$ cat config.mk
export PLATFORM = sky130hd
export DESIGN_NAME = decode_queue_flat
export DESIGN_NICKNAME = d
export VERILOG_FILES = /design/src/rtl/decode_queue_pkg.sv /design/src/rtl/decode_queue_if.sv /design/src/rtl/decode_queue_ring_ram.sv /design/src/rtl/decode_queue.sv /design/src/flat_wrapper.sv
export SDC_FILE = /design/constraint.sdc
export NUM_CORES = 2
export LEC_CHECK = 0
export ABC_CLOCK_PERIOD_IN_PS = 21100
export CORE_MARGIN = 5
export CORE_UTILIZATION = 60
export CTS_BUF_LIST = sky130_fd_sc_hd__clkbuf_8 sky130_fd_sc_hd__clkbuf_16
export DETAILED_ROUTE_END_ITERATION = 7
export PLACE_DENSITY = 0.89
export SYNTH_ARGS = -nofsm -noshare
export SYNTH_HDL_FRONTEND = slang
export SYNTH_HIERARCHICAL = 1
export SYNTH_SLANG_ARGS = --single-unit
$ cat constraint.sdc
create_clock -name clk -period 21.1 [get_ports clk]
set_input_delay 3.165 -clock clk [delete_from_list [all_inputs] [get_ports clk]]
set_output_delay 3.165 -clock clk [all_outputs]
set_load 0.02 [all_outputs]
$ cat src/rtl/decode_queue_pkg.sv
// decode_queue_pkg: shared frontend types for the fetch-to-decode queue.
package decode_queue_pkg;
    typedef enum logic [2:0] {
        OP_ALU, OP_MUL, OP_DIV, OP_LOAD, OP_STORE, OP_BRANCH, OP_CSR, OP_MISC
    } optype_t;
    typedef enum logic [2:0] {
        EXCP_NONE, EXCP_ADEF, EXCP_TLBR, EXCP_PIF, EXCP_PPI
    } excp_t;
    typedef struct packed {
        logic [31:0] pc;
        logic [31:0] inst;
        logic        pred_br_taken;
        logic [31:0] pred_br_target;
        logic        fetch_excp;
        excp_t       fetch_excp_type;
    } fetch_entry_t;
endpackage

$ cat src/rtl/decode_queue_if.sv
// decode_queue_if: fetch push side and decode pop side of the instruction queue.
interface decode_queue_if import decode_queue_pkg::*; #(parameter int DEPTH = 8);
    logic [1:0]              in_valid;
    fetch_entry_t            in_entry0;
    fetch_entry_t            in_entry1;
    logic                    in_ready;
    logic [1:0]              out_valid;
    fetch_entry_t            out_entry0;
    fetch_entry_t            out_entry1;
    logic [1:0]              out_accept;
    logic [$clog2(DEPTH):0]  count;
    modport master (output in_valid, in_entry0, in_entry1, out_accept,
                    input in_ready, out_valid, out_entry0, out_entry1, count);
    modport slave (input in_valid, in_entry0, in_entry1, out_accept,
                   output in_ready, out_valid, out_entry0, out_entry1, count);
endinterface

$ cat src/rtl/decode_queue_ring_ram.sv
// dual_port_ring_ram: unreset entry storage with two write ports and two async read ports.
module dual_port_ring_ram import decode_queue_pkg::*; #(
    parameter int DEPTH = 8,
    parameter int IW = $clog2(DEPTH)
) (
    input  logic          clk,
    input  logic          we0,
    input  logic          we1,
    input  logic [IW-1:0] waddr0,
    input  logic [IW-1:0] waddr1,
    input  fetch_entry_t  wdata0,
    input  fetch_entry_t  wdata1,
    input  logic [IW-1:0] raddr0,
    input  logic [IW-1:0] raddr1,
    output fetch_entry_t  rdata0,
    output fetch_entry_t  rdata1
);
    fetch_entry_t mem [DEPTH];
    always_ff @(posedge clk) begin
        if (we0) mem[waddr0] <= wdata0;
        if (we1) mem[waddr1] <= wdata1;
    end
    assign rdata0 = mem[raddr0];
    assign rdata1 = mem[raddr1];
endmodule

$ cat src/rtl/decode_queue.sv
// decode_queue: dual-issue circular instruction queue between fetch and decode.
// Occupancy is tail-head; the extra pointer MSB separates full from empty.
module decode_queue import decode_queue_pkg::*; #(
    parameter int DEPTH = 8
) (
    input logic           clk,
    input logic           reset,
    input logic           flush,
    decode_queue_if.slave q
);
    localparam int IW = $clog2(DEPTH);
    localparam int PW = IW + 1;
    logic [PW-1:0] head_q, head_d, tail_q, tail_d, count;
    logic [IW-1:0] wa1, ra1;
    logic [1:0]    pn, qn, valid;
    logic          ready;
    always_comb begin
        count  = tail_q - head_q;
        ready  = count <= PW'(DEPTH - 2);
        valid  = {count >= PW'(2), count != '0};
        pn     = ready ? (q.in_valid[1] ? 2'd2 : {1'b0, q.in_valid[0]}) : 2'd0;
        // an illegal accept of 2'b10 pops nothing because slot 1 requires slot 0
        qn     = {1'b0, q.out_accept[0] & valid[0]}
               + {1'b0, q.out_accept[0] & q.out_accept[1] & valid[1]};
        head_d = flush ? '0 : head_q + PW'(qn);
        tail_d = flush ? '0 : tail_q + PW'(pn);
        wa1    = tail_q[IW-1:0] + IW'(1);
        ra1    = head_q[IW-1:0] + IW'(1);
    end
    always_ff @(posedge clk or posedge reset) begin
        if (reset) begin
            head_q <= '0;
            tail_q <= '0;
        end else begin
            head_q <= head_d;
            tail_q <= tail_d;
        end
    end
    assign q.in_ready  = ready;
    assign q.out_valid = valid;
    assign q.count     = count;
    dual_port_ring_ram #(.DEPTH(DEPTH)) u_ram (
        .clk    (clk),
        .we0    (!flush && pn != 2'd0),
        .we1    (!flush && pn[1]),
        .waddr0 (tail_q[IW-1:0]),
        .waddr1 (wa1),
        .wdata0 (q.in_entry0),
        .wdata1 (q.in_entry1),
        .raddr0 (head_q[IW-1:0]),
        .raddr1 (ra1),
        .rdata0 (q.out_entry0),
        .rdata1 (q.out_entry1)
    );
endmodule
$ cat src/flat_wrapper.sv
// flat-port wrapper written by rule: the top's interface ports become plain ports
module decode_queue_flat import decode_queue_pkg::*;
#(
    parameter int DEPTH = 8
)
  (clk, reset, flush, q_in_valid, q_in_entry0, q_in_entry1, q_out_accept, q_in_ready, q_out_valid, q_out_entry0, q_out_entry1, q_count);
  decode_queue_if #(.DEPTH(DEPTH)) q_i ();
  input logic clk;
  input logic reset;
  input logic flush;
  input wire logic [$bits(q_i.in_valid)-1:0] q_in_valid;
  input wire logic [$bits(q_i.in_entry0)-1:0] q_in_entry0;
  input wire logic [$bits(q_i.in_entry1)-1:0] q_in_entry1;
  input wire logic [$bits(q_i.out_accept)-1:0] q_out_accept;
  output wire logic [$bits(q_i.in_ready)-1:0] q_in_ready;
  output wire logic [$bits(q_i.out_valid)-1:0] q_out_valid;
  output wire logic [$bits(q_i.out_entry0)-1:0] q_out_entry0;
  output wire logic [$bits(q_i.out_entry1)-1:0] q_out_entry1;
  output wire logic [$bits(q_i.count)-1:0] q_count;
  assign q_i.in_valid = q_in_valid;
  assign q_i.in_entry0 = q_in_entry0;
  assign q_i.in_entry1 = q_in_entry1;
  assign q_i.out_accept = q_out_accept;
  assign q_in_ready = q_i.in_ready;
  assign q_out_valid = q_i.out_valid;
  assign q_out_entry0 = q_i.out_entry0;
  assign q_out_entry1 = q_i.out_entry1;
  assign q_count = q_i.count;
  decode_queue #(.DEPTH(DEPTH)) u_core (.clk(clk), .reset(reset), .flush(flush), .q(q_i));
endmodule
# ---- Word-level counts from Yosys, hierarchy flattened
# Memories as Yosys holds them, arrays and structs flattened.
# Cells that the tools add are included.
dict set report totals {
  n_memories 1
  mem_bits_rw 808
  inputBits 209
  output_inout_bits 209
  ff_bits 8
}
dict set report classes {
  mux 8
  addsub 6
  n_reduce_logical 5
  order_cmp 2
  bitwise 3
}
# memory depth width read_ports rd_ports_with_merged_regs write_ports line_no
set mem_list {}
lappend mem_list {u_core.u_ram.mem 8 101 2 0 2 decode_queue_ring_ram.sv:18} ;# fetch_entry_t mem [DEPTH];
# cell count
set ops {}
lappend ops {{4-bit by 2-bit adder with 4-bit output} 2}
lappend ops {{4-bit 2-to-1 mux} 2}
lappend ops {{3-bit by 1-bit adder with 3-bit output, second input constant} 2}
lappend ops {{4-bit by 2-bit >= comparator with 1-bit output, second input constant} 1}
lappend ops {{4-bit by 3-bit <= comparator with 1-bit output, second input constant} 1}
lappend ops {{1-bit 2-to-1 mux} 4}
lappend ops {{2-bit 2-to-1 mux} 2}
lappend ops {{4-bit nonzero test} 1}
lappend ops {{4-bit subtractor} 1}
lappend ops {{1-bit bitwise AND} 3}
lappend ops {{1-bit by 1-bit adder with 2-bit output} 1}
lappend ops {{1-bit logical AND} 2}
lappend ops {{2-bit nonzero test} 1}
lappend ops {{1-bit logical NOT} 1}

# ---- Depth between registers and ports, before layout
dict set report depth {
  depth_word 7
  mapped_depth 13
}

# ---- Hierarchy
# Netlist, hierarchy kept.
# module cells_per_inst area_each_um2 n_inst
set by_module_without_submodules {}
lappend by_module_without_submodules {dual_port_ring_ram 2444 46213.1 1}
lappend by_module_without_submodules {decode_queue 77 713.2 1}

# ---- Worst setup path after synthesis
# OpenSTA, ideal clock, no wires.
dict set report synth_timing {
  kind {input port to flip-flop}
  start {input flush}
  end {memory u_core/u_ram/mem[0][0] (netlist name) (enable)}
  n_path_buf 1
  arrival_time_ps 11388
  path_stages 5
  setup_slack_ps 9001
  path_cell_list {clkbuf_1 > o21bai_1 > nor4_1 > nand2b_1 > o31ai_1}
}
# item line_no
set synth_lines {}
lappend synth_lines {{from (decl)} flat_wrapper.sv:10} ;# input logic flush;
lappend synth_lines {{to (decl)} decode_queue_ring_ram.sv:18}

# ---- Worst setup path in the final report
dict set report layout_timing {
  start {register u_core.head_q[2]}
  end {output q_out_entry1[76]}
}
dict set report layout_between {
  elab_chain_len 2
}
# item line_no
set layout_lines {}
lappend layout_lines {{from (decl)} decode_queue.sv:13} ;# logic [PW-1:0] head_q, head_d, tail_q, tail_d, count;
lappend layout_lines {{from (signal assigned)} decode_queue.sv:32} ;# head_q <= '0;
lappend layout_lines {{from (signal assigned)} decode_queue.sv:35} ;# head_q <= head_d;
lappend layout_lines {{3-bit by 1-bit adder with 3-bit output} decode_queue.sv:28} ;# ra1 = head_q[IW-1:0] + IW'(1);
lappend layout_lines {{via u_core.ra1[2]} decode_queue.sv:14} ;# logic [IW-1:0] wa1, ra1;
lappend layout_lines {{memory 8 x 101 bit} --}
lappend layout_lines {{to (decl)} flat_wrapper.sv:18} ;# output wire logic [$bits(q_i.out_entry1)-1:0] q_out_entry1;
# The timed path passes the listed nets, and every way through them passes these cells.

==> results.yml <==
timing:
  post-route-min-period_ns: 8.23
  finalMaxSlewViolations: 0
  max_slew_margin_pct: 17.6
  final_hold_viol_count: 0
  clock-skew-final_ns: 0.0267
  worst_pin_slew_ns: 1.24
  max_freq_mhz: 121
  fin_crit_sh_pct: 39.0
  setup_viol_count_final: 0
  fin_setup_tns_ns: 0
  rsz0062_at_grt: "false"
global_routing:
  grt_pass1_wl_um: 192000
  grt_max_degree: 117
  antenna_found_initial: 36
  grt-ovfl-total: 0
  grt_pass1_vias: 30100
  track_usage_pct: 30.9
cts:
  cts_buffer_depth: 3
  clk_latency_ns: 0.66
  cts_sinks: 816
  post_cts_resized: 0
  clk_pin_slew_worst_paths_ns: 0.07
  numCtsBuffers: 88
  cts_max_level: 3
  clockRootBuffer: "clkbuf_16"
  cts_hold_buf: 0
  post_cts_buffers: 0
  tritoncts: "built"
critical_path:
  end_kind: "output port"
  critPathTopFamily: "buffers and inverters"
  crit_path_top_delay_cell: "buf_4"
  worstSetupEndpoint: "q_out_entry1[76]"
  critical-path-max-stage-delay_ns: 1.02
  r2r_setup_slack_ns: 14.54
  cpMostUsedCell: "buf_4"
  critPathBufInv: 3
  worstPathCellList: "xor2_4 -> buf_4 -> buf_4 -> mux4_2 -> mux2_2 -> clkdlybuf4s50_1"
  crit_cells: 6
  crit_start: "u_core/head_q[2]"
  cp.required_ns: 17.94
  reg2reg_from: "u_core/head_q[2]"
  r2r_end: "u_core/u_ram/mem[4][12]"
  path_max_fanout: 73
  arrival_ns: 5.07
  crit_path_start_kind: "flip-flop"
  critPathKind: "reg2out"
  rr_worst_depth: 10
drt:
  drt_wl_total_um: 129000
  dr.pass1.iters: 5
  drt_iter0_drc: 2810
  ant_nets: 0
  vias: 27500
  route.detailed.drc: 0
  routedWlPerCell_um: 32.2
  viasPerCell: 6.85
layout:
  drive_gt1_share_pct: 54.8
  final_common_cell: "mux2_2"
  final_nets: 3091
  syn_to_final_growth_pct: 16.6
  final_cell_mix: "mux2_2 (931), edfxtp_1 (808), clkdlybuf4s50_1 (417)"
  fin_util_pct: 70.6
placement:
  place_congestion: 0.805
  io_buffers: 417
  dp_hpwl_um: 72000
logic_synthesis:
  synth_fp_nets: 2741
  async_flop_share_pct: 0.980
  yosys.area_share.simple_pct: 0.595
  synth-compound-area-share_pct: 0.240
  synth_top_family_by_area: "multiplexers"
  yosys_register_bits: 816
  ys_seq_area_share_pct: 52.1
  avgSynthCellArea_um2: 18.6
  ys_types: 41
  yosys.area_share.adder_pct: 0.341
  synthXorXnorAreaFrac_pct: 0.149
  syn_area_um2: 46900
  ys.warnings.count: 6
  synth_ff_type: "edfxtp_1"
  synthCells: 2521
  synth_edf_count: 808
  muxShareOfSynthArea_pct: 44.3
floorplanning:
  die-area_um2: 83900
  ioPinCount: 418
  die_h_um: 290
  initial_core_util_pct: 60.6
  rows: 102
  core_area_um2: 77500
  dieWidth_um: 290
power_and_ir_drop:
  ir_drop_uv: 98.8
  p_leak_nw: 17.8
  p_per_area_nw_per_um2: 128
hold_path:
  hold_start: "u_core/tail_q[3]"
  hold_path.class: "reg2reg"
  min_path_cells: 2
run_status:
  status: "finished clean"
flow_run:
  max_cap_violations: 0
registers in the layout, indices dropped and copies added, names as in the netlist:
| name | flops |
|---|---|
| u_core/head_q | 4 |
| u_core/tail_q | 4 |
| u_core/u_ram/mem | 808 |
how the worst min path moves through the flow:
stage                             to  slack, ns
floorplan           u_core/head_q[3]       0.56
global placement    u_core/head_q[3]       0.58
detailed placement  u_core/head_q[3]       0.61
CTS                 u_core/tail_q[3]       0.62
global route        u_core/tail_q[3]       0.68
finish              u_core/tail_q[3]       0.62
routing by layer:
metal  global-route usage, %  share of wire (%)  up-vias
met2                    53.2                 52     1499
met5                       0               0.12        -
met3                    5.95                8.9      269
met1                    39.0                 35    14300
met4                    12.2                3.7       22
li1                        -                  -    11400
synth_stat cells, drive strengths merged (4+ instances only):
| library cell | count | area share, % |
|---|---|---|
| mux2 | 1010 | 25 |
| o21ai | 6 | 0.064 |
| xor2 | 6 | 0.11 |
| buf | 153 | 1.8 |
| nand2 | 4 | 0.032 |
| nand2b | 5 | 0.067 |
| clkbuf | 49 | 0.39 |
| inv | 11 | 0.088 |
| dfrtp | 8 | 0.43 |
| mux4 | 404 | 19 |
| a21oi | 4 | 0.043 |
| edfxtp | 808 | 52 |
| ha | 8 | 0.21 |
| nor2 | 6 | 0.048 |
worst register-to-register path, delay by kind of cell (launching register included):
family / cells / cell delay [ns]
buf+inv: 4 / 2.40
simple gates: 2 / 1.39
flops: 1 / 0.96
compound gates: 3 / 0.94
fa+ha+maj: 1 / 0.41
cell families after synthesis:
logic type      count (synthesis)
xor+xnor                        8
flops                         816
simple gates                   41
mux                          1414
buf+inv                       213
fa+ha+maj                      11
compound gates                 18
layout make-up:
| cell class | instances | area [µm²] |
|---|---|---|
| Sequential cell | 816 | 24500 |
| Fill cell | 4748 | 22800 |
| Multi-Input combinational cell | 1492 | 21500 |
| Timing Repair Buffer | 462 | 4590 |
| Clock buffer | 88 | 2200 |
| Tap cell | 1040 | 1300 |
| Clock inverter | 73 | 497 |
| Antenna cell | 28 | 70.1 |
| Inverter | 11 | 48.8 |
stage by stage:
stage               instance area, µm²  hold slack (ns)  power [mW]  instances  worst slack [ns]
floorplan                        46900            0.561        4.32       2521              9.00
global placement                 51900            0.582        5.53       3821             12.76
detailed placement               51900            0.610        5.59       3821             12.73
CTS                              54600            0.622        7.06       3982             12.85
global route                     54700            0.675        7.28       4004             12.74
finish                           54700            0.623        7.03       4010             12.87
power breakdown:
part	total (mW)	internal, mW	switching [mW]
combinational	3.37	1.66	1.71
clock	1.47	0.812	0.654
sequential	2.19	2.08	0.110
(Power assumes the default switching activity.)
